===== config.mk =====
export PLATFORM = sky130hd
export DESIGN_NAME = pipe_stall_ctrl
export DESIGN_NICKNAME = d
export VERILOG_FILES = /design/src/rtl/pipe_stall_ctrl.sv
export SDC_FILE = /design/constraint.sdc
export NUM_CORES = 1
export LEC_CHECK = 0
export CORE_AREA = 2 2 41 57
export DETAILED_ROUTE_END_ITERATION = 10
export DIE_AREA = 0 0 43 59
export PLACE_DENSITY = 0.79
export SYNTH_ARGS = -nofsm -noshare
export SYNTH_HDL_FRONTEND = slang
export SYNTH_SLANG_ARGS = --single-unit

===== constraint.sdc =====
create_clock -name clk -period 1.1 [get_ports clk]
set_input_delay 0.165 -clock clk [delete_from_list [all_inputs] [get_ports clk]]
set_output_delay 0.165 -clock clk [all_outputs]
set_load 0.01 [all_outputs]

===== src/rtl/pipe_stall_ctrl.sv =====
// -----------------------------------------------------------------------------
// pipe_stall_ctrl
//
// Central pipeline sequencer for the RV32I core. Owns run / halt / single-step
// sequencing, pulses rst_pipe on every fresh start, detects load-use hazards
// between ID and EX, and drives the stall family consumed by the ID stage.
//
// Optional feature: define STALL_WDT_EN to build a stall watchdog that flags a
// RUN-state external stall lasting until a WDT_W-bit counter saturates. When the
// macro is undefined no counter exists and wdt_timeout is tied low.
//
// Parameters
//   RST_PIPE_CYC  cycles rst_pipe stays high in START (1..15)
//   WDT_W         watchdog counter width (only meaningful with STALL_WDT_EN)
//
// Ports
//   clk, rst         core clock, asynchronous active-high reset
//   cpu_start        start / resume pulse from the debug monitor
//   quit_cmd         halt request pulse
//   step_en          level, 1 = single-step mode
//   ext_stall_req    level, bus / memory wait request
//   cmd_ld_ex        load instruction in EX
//   wbk_rd_reg_ex    EX instruction writes rd
//   rd_adr_ex        EX destination register
//   inst_rs1_id/inst_rs2_id, inst_rs1_valid/inst_rs2_valid  ID source operands
//   jmp_purge_ex     EX branch/jump purges younger instructions
//   stall            freeze of the IF/ID/EX registers
//   stall_1shot      first cycle of a stall episode
//   stall_dly        stall delayed by one cycle
//   stall_ld         load-use bubble request (combinational)
//   stall_ld_ex      stall_ld registered into EX
//   stall_ld_ex_dly  stall_ld_ex delayed by one cycle
//   rst_pipe         synchronous pipeline flush
//   cpu_running      state is RUN or STEP
//   wdt_timeout      sticky stall-watchdog flag
// -----------------------------------------------------------------------------
module pipe_stall_ctrl #(
    parameter int RST_PIPE_CYC = 2,
    parameter int WDT_W        = 8
) (
    input  logic       clk,
    input  logic       rst,
    input  logic       cpu_start,
    input  logic       quit_cmd,
    input  logic       step_en,
    input  logic       ext_stall_req,
    input  logic       cmd_ld_ex,
    input  logic       wbk_rd_reg_ex,
    input  logic [4:0] rd_adr_ex,
    input  logic [4:0] inst_rs1_id,
    input  logic [4:0] inst_rs2_id,
    input  logic       inst_rs1_valid,
    input  logic       inst_rs2_valid,
    input  logic       jmp_purge_ex,
    output logic       stall,
    output logic       stall_1shot,
    output logic       stall_dly,
    output logic       stall_ld,
    output logic       stall_ld_ex,
    output logic       stall_ld_ex_dly,
    output logic       rst_pipe,
    output logic       cpu_running,
    output logic       wdt_timeout
);

    typedef enum logic [2:0] {
        S_IDLE,
        S_START,
        S_RUN,
        S_STEP,
        S_HALT
    } state_t;

    localparam logic [3:0] RST_LAST = 4'(RST_PIPE_CYC - 1);

    state_t     state;
    state_t     state_nxt;
    logic [3:0] rst_cnt;
    logic       step_en_q;
    logic       step_rise;
    logic       ld_hit;

    // ------------------------------------------------------------------ FSM
    // NOTE: state registers use non-blocking (<=) so every flop samples the
    // pre-edge values; blocking here would create order-dependent races.
    always_ff @(posedge clk or posedge rst) begin
        if (rst) begin
            state <= S_IDLE;
        end else begin
            state <= state_nxt;
        end
    end

    assign step_rise = step_en & ~step_en_q;

    // NOTE: state_nxt gets a default before the case so no path leaves it
    // unassigned; a missing default would infer a latch.
    always_comb begin
        state_nxt = state;
        unique case (state)
            S_IDLE:  if (cpu_start) state_nxt = S_START;
            S_START: if (rst_cnt == RST_LAST) state_nxt = step_en ? S_STEP : S_RUN;
            // quit_cmd wins over a simultaneous cpu_start, which RUN ignores.
            S_RUN:   if (quit_cmd || step_rise) state_nxt = S_HALT;
            // A pending bus wait keeps STEP alive so exactly one instruction
            // actually advances before halting again.
            S_STEP:  if (!ext_stall_req) state_nxt = S_HALT;
            // Resume never re-flushes the pipe: HALT bypasses START.
            S_HALT:  if (cpu_start) state_nxt = step_en ? S_STEP : S_RUN;
            default: state_nxt = S_IDLE;
        endcase
    end

    assign cpu_running = (state == S_RUN) || (state == S_STEP);
    assign rst_pipe    = (state == S_START);

    // ---------------------------------------------------------- stall family
    assign stall       = ~cpu_running | ext_stall_req;
    assign stall_1shot = stall & ~stall_dly;

    assign ld_hit = cmd_ld_ex & wbk_rd_reg_ex & (rd_adr_ex != 5'd0)
                  & ((inst_rs1_valid & (inst_rs1_id == rd_adr_ex))
                   | (inst_rs2_valid & (inst_rs2_id == rd_adr_ex)));

    // The ~stall_ld_ex term caps one hazard at a single bubble: once the
    // bubble is in EX the dependent instruction can take the forwarded value.
    assign stall_ld = ld_hit & ~jmp_purge_ex & ~stall_ld_ex & cpu_running;

    always_ff @(posedge clk or posedge rst) begin
        if (rst) begin
            stall_dly       <= 1'b1;
            step_en_q       <= 1'b0;
            rst_cnt         <= 4'd0;
            stall_ld_ex     <= 1'b0;
            stall_ld_ex_dly <= 1'b0;
        end else begin
            stall_dly <= stall;
            step_en_q <= step_en;
            rst_cnt   <= (state == S_START) ? rst_cnt + 4'd1 : 4'd0;
            if (rst_pipe) begin
                stall_ld_ex     <= 1'b0;
                stall_ld_ex_dly <= 1'b0;
            end else begin
                // The bubble marker freezes with the EX register it tags.
                if (!stall) begin
                    stall_ld_ex <= stall_ld;
                end
                stall_ld_ex_dly <= stall_ld_ex;
            end
        end
    end

    // -------------------------------------------------------- stall watchdog
`ifdef STALL_WDT_EN
    localparam logic [WDT_W-1:0] WDT_PRE = {{(WDT_W-1){1'b1}}, 1'b0};

    logic [WDT_W-1:0] wdt_cnt;
    logic             wdt_inc;

    assign wdt_inc = (state == S_RUN) && ext_stall_req;

    always_ff @(posedge clk or posedge rst) begin
        if (rst) begin
            wdt_cnt     <= '0;
            wdt_timeout <= 1'b0;
        end else begin
            if (!ext_stall_req) begin
                wdt_cnt <= '0;
            end else if (wdt_inc && !(&wdt_cnt)) begin
                wdt_cnt <= wdt_cnt + 1'b1;
            end
            // Flag rises on the same edge the counter reaches all-ones.
            if (cpu_start) begin
                wdt_timeout <= 1'b0;
            end else if ((&wdt_cnt) || (wdt_inc && (wdt_cnt == WDT_PRE))) begin
                wdt_timeout <= 1'b1;
            end
        end
    end
`else
    // WDT_W only sizes the watchdog; referencing it keeps both builds
    // elaborating the same parameter set.
    assign wdt_timeout = |{WDT_W{1'b0}};
`endif

endmodule

**Word-level counts from Yosys, hierarchy flattened**

Index checks and enable logic that the tools add are counted.

- Register bits: 11
- Input bits: 26

- Add/sub/neg operators: 1
- Eq/ne operators: 13
- Muxes and demuxes: 11
- Bitwise gates (word level): 17
- Reduce and logical (&&, ||, !) cells: 5

Operators with widths:

| kind | count |
|---|---|
| 3-bit two-way mux | 5 |
| 3-bit one-hot mux with 5 select lines | 1 |
| 1-bit bitwise AND | 10 |
| 5-bit equality test | 2 |
| 2-bit != test (second input constant) | 4 |
| 3-bit by 2-bit equality test with 1-bit output (second input constant) | 2 |
| 1-bit inverter | 5 |
| 5-bit AND reduction | 1 |
| 5-bit nonzero test | 1 |
| 4-bit by 1-bit adder with 4-bit output (second input constant) | 1 |
| 4-bit by 1-bit equality test with 1-bit output (second input constant) | 1 |
| 1-bit two-way mux | 4 |
| 4-bit two-way mux | 1 |
| 2-bit by 1-bit != test with 1-bit output (second input constant) | 2 |
| 3-bit by 1-bit equality test with 1-bit output (second input constant) | 1 |
| 3-bit equality test (second input constant) | 1 |
| 3-bit logical NOT | 1 |
| 1-bit logical OR | 2 |
| 1-bit OR | 2 |

**Depth between registers and ports, before layout**

- Depth after elaboration: 9
- Depth in mapped cells: 6
- Gate-level depth less buffers: 6

**Worst setup path after synthesis**

OpenSTA, ideal clock, no wires.

- Kind: reg-to-reg
- Start: register state[2]
- End: register stall_ld_ex
- Arrival time: 1.029 ns
- Data required time: 0.974 ns
- Slack: -0.055 ns
- Cell stages (with the launch flop): 5
- Path buffers: 1
- Clock period less this slack: 1.155 ns
- Cell sequence: dfrtp_1 -> clkbuf_2 -> nor3_1 -> inv_1 -> o2bb2ai_1

- Cells in the longest elaborated chain, start to end: 5

RTL lines:

| item | RTL line | text |
|---|---|---|
| from (decl) | 76 | `state_t state;` |
| from (signal assigned) | 90 | `state <= state_nxt;` |
| 3-bit by 2-bit equality test with 1-bit output | 114 | `assign cpu_running = (state == S_RUN) \|\| (state == S_STEP);` |
| 1-bit logical OR (*) | 114 |  |
| 1-bit inverter (*) | 118 | `assign stall = ~cpu_running \| ext_stall_req;` |
| 1-bit OR (*) | 118 |  |
| named net stall | 55 | `output logic stall,` |
| 2-bit by 1-bit != test with 1-bit output (no source line) (*) | -- |  |
| to (signal assigned) | 146 | `stall_ld_ex <= stall_ld;` |
| to (decl) | 59 | `output logic stall_ld_ex,` |

Mark *: on every way through the listed nets, which the timed path passes. The rest lies on a longest branch. The select of a mux whose other input is x is not followed.
A chain may end at the register's enable or synchronous reset.

**Worst setup path in the final report**

- Start: register stall_ld_ex
- End: output stall_ld

- Cells in the longest elaborated chain, start to end: 3

RTL lines:

| item | RTL line | text |
|---|---|---|
| 1-bit inverter | 127 | `assign stall_ld = ld_hit & ~jmp_purge_ex & ~stall_ld_ex & cpu_running;` |
| 1-bit bitwise AND (2 in a row) | 127 |  |
| to (decl) | 58 | `output logic stall_ld,` |

No other way between the ends.

==> impl_metrics.py <==
metrics = {
    "clock_tree": {
        "clkLatencyLatePin_ns": 0.27,
        "holdBufCountCts": 0,
        "htreeDepth": 1,
        "numClockSinks": 11,
        "cts_tree": "done",
        "numCtsBuffers": 3,
        "root_buffer": "clkbuf_4",
        "cts_buffer_depth": 2,
        "clk_pin_slew_worst_paths_ns": 0.08,
    },
    "sta": {
        "fmax_mhz": 676.6,
        "setup_viol": 14,
        "min_period_ns": 1.478,
        "fin_crit_sh_pct": 134.4,
        "setup_ws_ns": -0.3779,
        "rsz0062_at_grt": "yes",
        "setup_tns_ns": -1.572,
        "finClkSkew_ns": 0.009523,
        "final-hold-violation-count": 0,
        "drv_slew": 0,
    },
    "layout": {
        "n_antenna_cell": 0,
        "drive_gt1_share_pct": 42.19,
        "layout_common_cells": "14 x buf_4, 13 x dlygate4sd2_1, 12 x clkdlybuf4s50_1, 12 x buf_6",
        "area_growth_pct": 97.90,
        "fin_area_um2": 1295,
        "fin_cells": 149,
        "final_common_cell": "buf_4",
        "fin_nets": 157,
    },
    "global_routing": {
        "grt_pass1_wl_um": 2987,
        "grt_util_met2_pct": 31.82,
        "grt_antenna_before_repair": 0,
        "grt.met3_usage_pct": 2.744,
        "grt_pass1_vias": 752,
        "grt_util_met1_pct": 15.15,
        "grt_start_max_net_pins": 12,
        "grt_overflow": 0,
        "grt_usage_pct": 15.56,
        "grt_most_used_layer": "met2",
    },
    "placed_design": {
        "postPlaceCellArea_um2": 1126,
        "dp.cells": 139,
        "hpwlAfterDp_um": 1368,
        "port_buffers": 33,
        "gp_congestion": 0.7499,
    },
    "logic_synthesis": {
        "avgSynthCellArea_um2": 9.217,
        "yosysSeqAreaShare_pct": 42.26,
        "synthArstFlopShare_pct": 100.0,
        "yosys_warnings": 0,
        "synth_ff_type": "dfrtp_1",
        "synth.top_cell.area_share_pct": 38.24,
        "synth_top_area_cell": "dfrtp_1",
        "syn_inst": 71,
        "netlist_top_cells_area": "dfrtp_1 38%, xor2_1 12%, nor2_1 6.3%, dfstp_2 4.0%, xnor2_1 4.0%",
        "synth-edff-count": 0,
        "syn-num-nets": 99,
        "synth_cell_types": 26,
        "synth_seq_cells": 11,
        "netlist_area_um2": 654.4,
    },
    "worst_setup_path": {
        "critPathMaxFanout": 2,
        "crit_family": "flip-flops",
        "cp_data_arrival_time_ns": 1.31,
        "crit_chain": "nand4bb_1 > a21oi_2 > nand2_1 > nor2_2 > buf_2",
        "crit_path_end_kind": "output pin",
        "required_ns": 0.94,
        "critical_path_class": "register to output pin",
        "start_kind": "register",
        "crit_buf_inv": 1,
        "slowest_stage": "dfrtp_1",
        "crit_path_max_incr_delay_ns": 0.39,
    },
    "drt": {
        "vias": 718,
        "vias_per_cell": 4.819,
        "ant_nets": 0,
        "firstDrtPassIters": 4,
        "routed_wl_um": 1859,
        "wl_per_cell_um": 12.48,
        "drt-initial-drc-count": 5,
        "drc": 0,
    },
    "run_status": {
        "violations": "setup timing",
        "status": "complete, but fails checks",
    },
    "floorplanning": {
        "start_util_pct": 32.77,
        "rows": 19,
        "io_pins": 35,
        "die_h_um": 59,
        "core_area_um2": 1997,
        "die_x_um": 43,
        "die-area_um2": 2537,
    },
    "worst_hold_path": {
        "hold_path_class": "primary input to async pin",
    },
    "power": {
        "ir_drop_uv": 995.3,
        "powerDensity_nw_per_um2": 1700,
        "p_leak_uw": 0.0005974,
    },
    "job": {
        "cap_violations": 0,
    },
}
==> synth_stat cells (2+ instances only) <==
library cell and n:
ha_1 2, xnor2_1 3, dfrtp_1 10, nand4bb_1 2
nand2_1 4, inv_1 5, a21oi_1 5, nor2_1 11
o31ai_1 2, nand3_1 2, xor2_1 9, nor3_1 2
==> sequential cells by signal (all words and copies together) (netlist names) <==
signal	flops
stall_ld_ex_dly	1
stall_dly	1
rst_cnt	4
stall_ld_ex	1
state	3
step_en_q	1
==> timing repair <==
action | in CTS | in global routing
endpoints found under the setup margin | 13 | 16
pin swaps | 11 | 13
setup buffers | 3 | 4
gates resized for setup | 61 | 20
==> layout make-up <==
type | instances | area [µm²]
fillers | 172 | 701.9
multi-input cells | 53 | 440.4
repair buffers | 55 | 501.7
clock inverters | 1 | 5.005
inverters | 5 | 21.27
well taps | 21 | 26.28
clock buffers | 3 | 22.52
flip-flops and latches | 11 | 277.8
==> metal layers <==
layer / routed length [µm] / part of all wire [%]
met5: 0 / 0
met4: 22 / 1.2
met3: 128 / 6.9
met2: 1056 / 57
met1: 650 / 35
==> per-stage QoR <==
step | util, % | total power [µW] | hold WS (ns) | worst slack, ns
3_3_place_gp | 56.39 | 1472 | 0.4679 | -0.9470
2_1_floorplan | - | 957.2 | 0.01672 | -0.01303
5_1_grt | 64.85 | 2360 | 0.2488 | -0.4318
3_5_place_dp | 56.39 | 1491 | 0.4850 | -0.9561
6_report | 64.85 | 2202 | 0.1952 | -0.3779
4_1_cts | 60.09 | 1939 | 0.1827 | -0.3665
==> logic make-up (layout without fill, tap and decap cells) <==
logic type                 Yosys count  count (layout)  share of synthesized area [%]
adders and majority gates            2               2                          3.823
xor gates and xnor gates            12              12                          16.06
other                                1               1                         0.5731
buffers and inverters                7              64                          4.780
AOI/OAI and AO/OA                   11              11                          10.52
DFF                                 11              11                          42.26
and+or+nand+nor                     27              27                          21.99
==> worst register-to-register path: stages (launching register included) <==
cell and delay, ns:
dfrtp_2 0.46, buf_6 0.14, nor2_4 0.10, nand2_2 0.07
buf_6 0.12, and2_4 0.13, o2bb2ai_2 0.11
==> report_power, final <==
part	internal [µW]	leakage, µW	total [µW]	switching (µW)
registers	505	0.000140	597	91.8
logic	735	0.000440	1330	592
clock network	134	0.0000177	278	143
total	1380	0.000597	2200	826
==> worst paths after layout <==
path                       slack (ns)         from     endpoint  cells after the start
setup / recovery                -0.38  stall_ld_ex     stall_ld                      5
hold / removal                   0.20          rst   rst_cnt[3]                      2
setup reg to reg                -0.12     state[2]  stall_ld_ex                      6
hold reg to reg                  0.56   rst_cnt[0]   rst_cnt[0]                      2
max in group asynchronous        0.58          rst     state[2]                      2
min in group clk                 0.50      step_en    step_en_q                      2
Note: power is estimated with default switching activity, not from simulation.
